`config.mk`:
```
export PLATFORM = sky130hd
export DESIGN_NAME = fetch_unit
export DESIGN_NICKNAME = d
export VERILOG_FILES = /design/src/rtl/fetch_unit.sv
export SDC_FILE = /design/constraint.sdc
export NUM_CORES = 1
export LEC_CHECK = 0
export ABC_AREA = 0
export CAP_MARGIN = 0
export CORE_MARGIN = 10
export CORE_UTILIZATION = 47
export CTS_CLUSTER_SIZE = 40
export DETAILED_ROUTE_END_ITERATION = 10
export PLACE_DENSITY_LB_ADDON = 0.1
export SYNTH_ARGS = -nofsm -noshare
export SYNTH_HDL_FRONTEND = slang
export SYNTH_SLANG_ARGS = --single-unit
```
`constraint.sdc`:
```
create_clock -name clk -period 5.15 [get_ports clk]
set_input_delay 1.03 -clock clk [delete_from_list [all_inputs] [get_ports clk]]
set_output_delay 1.03 -clock clk [all_outputs]
set_load 0.005 [all_outputs]
```
`src/rtl/fetch_unit.sv`:
```
// RV32I instruction fetch stage: one outstanding word read, valid/ready hand-off
// to decode, and redirect handling that squashes stale in-flight or held words.
module fetch_unit #(
    parameter logic [31:0] RESET_VECTOR = 32'h0000_0000
) (
    input  logic        clk,
    input  logic        reset,
    output logic        mem_req_valid,
    input  logic        mem_req_ready,
    output logic [31:0] mem_addr,
    input  logic        mem_resp_valid,
    input  logic [31:0] mem_resp_data,
    input  logic        redirect_valid,
    input  logic [31:0] redirect_pc,
    output logic        inst_valid,
    input  logic        inst_ready,
    output logic [31:0] inst,
    output logic [31:0] inst_pc
);

    typedef enum logic [1:0] {S_REQ, S_WAIT, S_HOLD} state_t;

    state_t      state_q, state_d;
    logic [29:0] pc_q, pc_d;
    logic        drop_q, drop_d;
    logic [31:0] inst_q, inst_d;
    logic [31:0] inst_pc_q, inst_pc_d;
    logic [29:0] redir_word;
    logic        unused_redir_lsbs;

    assign redir_word        = redirect_pc[31:2];
    assign unused_redir_lsbs = ^redirect_pc[1:0];

    always_comb begin
        state_d   = state_q;
        pc_d      = pc_q;
        drop_d    = drop_q;
        inst_d    = inst_q;
        inst_pc_d = inst_pc_q;
        case (state_q)
            S_REQ: begin
                // The accepted request still carries the old pc; drop marks its response stale.
                if (mem_req_ready) begin
                    state_d = S_WAIT;
                    drop_d  = redirect_valid;
                end
                if (redirect_valid) pc_d = redir_word;
            end
            S_WAIT: begin
                if (redirect_valid) pc_d = redir_word;
                if (mem_resp_valid) begin
                    if (drop_q || redirect_valid) begin
                        drop_d  = 1'b0;
                        state_d = S_REQ;
                    end else begin
                        inst_d    = mem_resp_data;
                        inst_pc_d = {pc_q, 2'b00};
                        state_d   = S_HOLD;
                    end
                end else if (redirect_valid) begin
                    drop_d = 1'b1;
                end
            end
            S_HOLD: begin
                // Redirect wins over a same-cycle handshake: the held word is never delivered.
                if (redirect_valid) begin
                    pc_d    = redir_word;
                    state_d = S_REQ;
                end else if (inst_ready) begin
                    pc_d    = pc_q + 30'd1;
                    state_d = S_REQ;
                end
            end
            default: state_d = S_REQ;
        endcase
    end

    always_ff @(posedge clk) begin
        if (reset) begin
            state_q   <= S_REQ;
            pc_q      <= RESET_VECTOR[31:2];
            drop_q    <= 1'b0;
            inst_q    <= 32'h0;
            inst_pc_q <= 32'h0;
        end else begin
            state_q   <= state_d;
            pc_q      <= pc_d;
            drop_q    <= drop_d;
            inst_q    <= inst_d;
            inst_pc_q <= inst_pc_d;
        end
    end

    assign mem_req_valid = (state_q == S_REQ);
    assign mem_addr      = {pc_q, 2'b00};
    assign inst_valid    = (state_q == S_HOLD);
    assign inst          = inst_q;
    assign inst_pc       = inst_pc_q;

endmodule

```
## Word-level counts from Yosys, hierarchy flattened

Cells that the tools add are included.

- Register bits after elaboration: 95
- Output and inout bits: 98
- Logic and storage cells: 39

- Add/sub/neg operators: 1
- Equality and inequality tests: 8
- Mux-type cells: 15
- Bitwise logic cells: 1
- Reductions and logical operators: 9

Operators with widths:

| kind | number |
|---|---|
| $mux W30 | 3 |
| $pmux W30 S2 | 1 |
| $add A30 B1 Y30 const B | 1 |
| $mux W2 | 5 |
| $reduce_and A3 Y1 | 3 |
| $ne A3 B3 Y1 const B | 2 |
| $pmux W2 S3 | 1 |
| $mux W1 | 4 |
| $ne A2 B1 Y1 const B | 2 |
| $reduce_and A4 Y1 | 1 |
| $reduce_bool A2 Y1 | 2 |
| $ne A3 B2 Y1 const B | 1 |
| $eq A2 B1 Y1 const B | 1 |
| $eq A2 B2 Y1 const B | 1 |
| $logic_not A2 Y1 | 1 |
| $ne A2 B2 Y1 const B | 1 |
| $pmux W1 S2 | 1 |
| $reduce_or A2 Y1 | 1 |
| $logic_or A1 B1 Y1 | 1 |
| $not A1 Y1 | 1 |

## Depth between registers and ports, before layout

- Word-level depth: 4
- Depth in mapped cells: 8
- Gate-level depth less buffers: 6

## Worst setup path after synthesis

No wires, ideal clock.

- Path kind: input port to flip-flop
- Start point: input port redirect_valid
- End point: register pc_q[26]
- Library setup time: 79 ps
- Arrival: 2455 ps
- Data required time: 5071 ps
- Slack: 2616 ps
- Stages on the path: 6
- Path buffers: 1
- Cell sequence: or3b_2 > clkbuf_1 > nor2_1 > nand2_1 > or4_1 > o211ai_1

- Cells in the longest elaborated chain, start to end: 2
- Elaborated cells between the ends (all ways): 5
- Those cells by class: eq/ne (2); mux (2); reduce/logical (1)

RTL lines:

| what | RTL line | RTL |
|---|---|---|
| start: declaration | 13 | `input logic redirect_valid,` |
| $ne A3 B2 Y1 (no source line), or another cell as far along | -- |  |
| $reduce_and A3 Y1 (no source line) or $pmux W30 S2 (tied branches) | -- |  |
| end signal: assignment | 81 | `pc_q <= RESET_VECTOR[31:2];` |
| end signal: assignment | 87 | `pc_q <= pc_d;` |
| end: declaration | 24 | `logic [29:0] pc_q, pc_d;` |

Several ways; a longest one is shown, not always the timed one.
A chain may end at the register's enable or synchronous reset.

## Worst setup path after layout

- Start point: input port redirect_valid
- End point: register pc_q[28]

The elaborated chain is that of the path after synthesis.

==> flow_summary.json <==
{
  "outcome": "complete, no violations",
  "grt_max_degree": 63,
  "p_leak_nw": 2.04,
  "synthArstFlopShare_pct": 0,
  "skew_ns": 0.00845,
  "grt_pass1_vias": 4499,
  "vias": 4617,
  "grt_usage_pct": 20.3,
  "cts_sinks": 95,
  "slowest_delay_ns": 0.72,
  "overflow": 0,
  "max_freq_mhz": 313,
  "port_buffers": 161,
  "numCtsBuffers": 9,
  "ant_nets": 0,
  "finalMaxSlewViolations": 0,
  "slew_headroom_pct": 23.4,
  "yosys_most_used_dff": "dfxtp_1",
  "power_density_nw_per_um2": 238,
  "core-area_sq_um": 8850,
  "final-setup-viol-count": 0,
  "crit_path_max_fanout": 15,
  "yosysWarnings": 0,
  "row_count": 34,
  "io_pins": 168,
  "grt_pass1_wl_um": 22400,
  "final_nets": 782,
  "min_period_ns": 3.19,
  "holdBufCountCts": 0,
  "cp_num_buf_inv": 1,
  "fin_crit_sh_pct": 62.0,
  "clk_path_buf_depth": 2,
  "start_kind": "primary input",
  "placed_cells": 808,
  "cts_resized": 0,
  "drive_gt1_share_pct": 4.75,
  "ir_worst_vdd_mv": 0.167,
  "worstPathRequired_ns": 5.43,
  "worstSetupPathType": "primary input to flop",
  "dieHeight_um": 116,
  "netlist_area_sq_um": 4330,
  "gp_routability_congestion": 0.842,
  "crit_chain": "clkdlybuf4s50_1, or3b_2, nor2_1, nand2_1, or4_1, o211ai_1",
  "syn_inst": 579,
  "synth_cell_type_count": 55,
  "worst_setup_path_end_kind": "flop",
  "stdcell_count": 824,
  "antenna_found_initial": 0,
  "cap_violations": 0,
  "fin_ws_ns": 1.96,
  "drt_wl_total_um": 14300,
  "dr.first_iter.drc_count": 382,
  "crit_family": "simple AND/OR/NAND/NOR gates",
  "worst-slew-pin-transition_ns": 1.15,
  "via_per_inst": 5.60,
  "wl_per_cell_um": 17.4,
  "dp_hpwl_um": 10300,
  "crit_slowest_cell": "clkdlybuf4s50_1",
  "rsz0062_at_grt": "false",
  "syn2layout_area_growth_pct": 41.2,
  "dieWidth_um": 116,
  "clkTransAtPathRegs_ns": 0.10,
  "drt_drc_violations_left": 0,
  "post_cts_buffers": 0,
  "cts_htree_levels": 3,
  "initial_core_util_pct": 49.0,
  "antenna_cells": 0,
  "synth-seq-cells": 95,
  "hold_violations": 0,
  "die_area_sq_um": 13500,
  "postSynthAreaPerCell_sq_um": 7.48,
  "clkLatencyLatePin_ns": 0.36,
  "critPathArrivalTime_ns": 3.48,
  "synth_edf_count": 0,
  "worstHoldPathType": "flop to flop",
  "fin_tns_setup_ns": 0,
  "pre_cts_ws_ns": 1.61,
  "ys_seq_area_share_pct": 43.9,
  "cts_tree": "done",
  "drtPass1Iterations": 4,
  "root_buffer": "clkbuf_8",
  "n_fill_cell": 781,
  "final_util_pct": 69.2
}
## area by class of cell
cell class / count / area [sq um] / share of cell area, %
sequential: 95 / 1900 / 31.1
tap: 108 / 135 / 2.21
timing repair buffer: 166 / 1640 / 26.9
clock inverter: 5 / 41.3 / 0.675
inverter: 5 / 18.8 / 0.307
multi-input combinational: 434 / 2240 / 36.6
clock buffer: 11 / 141 / 2.31
## cells in the mapped netlist (3+ instances only)
master | number | share of area (%)
o22ai_1 | 9 | 1.3
nand3b_1 | 3 | 0.52
and3_1 | 6 | 0.87
a22oi_1 | 5 | 0.87
dfxtp_1 | 95 | 44
a31oi_1 | 5 | 0.72
clkbuf_1 | 39 | 3.4
inv_1 | 5 | 0.43
nand2_1 | 167 | 14
nor4_1 | 4 | 0.58
a21oi_1 | 86 | 9.9
o21ai_0 | 13 | 1.5
nor2_1 | 23 | 2.0
nand2b_1 | 7 | 1.0
o211ai_1 | 5 | 0.87
mux2i_1 | 8 | 1.8
or3_1 | 4 | 0.58
nor2b_1 | 3 | 0.43
nand4_1 | 11 | 1.6
or4_1 | 8 | 1.4
nand3_1 | 14 | 1.6
a211oi_1 | 5 | 0.87
nor3_1 | 9 | 1.0
buf_4 | 5 | 0.87
## worst min-delay path, stage by stage, from the launching register on
cell     delay, ns
dfxtp_1       0.32
nand2_1       0.05
a21oi_1       0.05
## stage by stage
step	cell area [sq um]	power (mW)	hold WS (ns)
4_1_cts	6120	1.47	0.458
2_1_floorplan	4340	0.887	0.453
5_1_grt	6120	1.52	0.477
3_3_place_gp	5940	1.01	0.441
6_report	6120	1.46	0.457
3_5_place_dp	5940	1.01	0.446
## cells in the final DEF (no fill, tap or decap), types with 4 or more instances in the layout
cell / n
nand2_1: 167
clkdlybuf4s50_1: 160
dfxtp_1: 95
a21oi_1: 85
nor2_1: 22
nand3_1: 14
o21ai_0: 13
nand4_1: 11
clkbuf_8: 10
nor3_1: 9
o22ai_1: 9
or4_1: 8
mux2i_1: 8
nand2b_1: 7
and3_1: 6
a22oi_1: 5
a31oi_1: 5
inv_1: 5
a211oi_1: 5
o211ai_1: 5
buf_4: 5
nor4_1: 4
or3_1: 4
conb_1: 4
## sequential cells by signal (all words and copies together) (netlist names)
| name | flops |
|---|---|
| drop_q | 1 |
| inst | 32 |
| pc_q | 30 |
| state_q | 2 |
| inst_pc | 30 |
## routing by layer
layer	share of wire (%)	GRT usage [%]	vias to the layer above
li1	-	-	2268
met1	41	24.2	2161
met2	48	33.9	176
met3	9.6	6.51	12
met4	1.1	7.09	0
met5	0	0	-
## power by group
group | switching, mW | total, mW | internal [mW]
sequential | 0.0409 | 0.799 | 0.759
clock | 0.271 | 0.464 | 0.194
combinational | 0.0816 | 0.195 | 0.114
## path summary, 6_finish.rpt
check	startpoint	to	slack, ns	cells after the start
hold reg to reg	inst_pc[5]$_SDFFE_PP0N_	inst_pc[5]$_SDFFE_PP0N_	0.46	2
setup / recovery	redirect_valid	pc_q[28]$_SDFFE_PP0P_	1.96	6
hold / removal	inst_pc[5]$_SDFFE_PP0N_	inst_pc[5]$_SDFFE_PP0N_	0.46	2
setup reg to reg	pc_q[7]$_SDFFE_PP0P_	pc_q[29]$_SDFFE_PP0P_	2.42	5
## cell families after synthesis
logic type      share of synthesized area [%]
fa+ha+maj                               0.289
buf+inv                                  5.11
other cells                            0.0865
compound gates                           19.8
simple gates                             28.8
flops                                    43.9
mux                                      2.11
(Power assumes the default switching activity.)
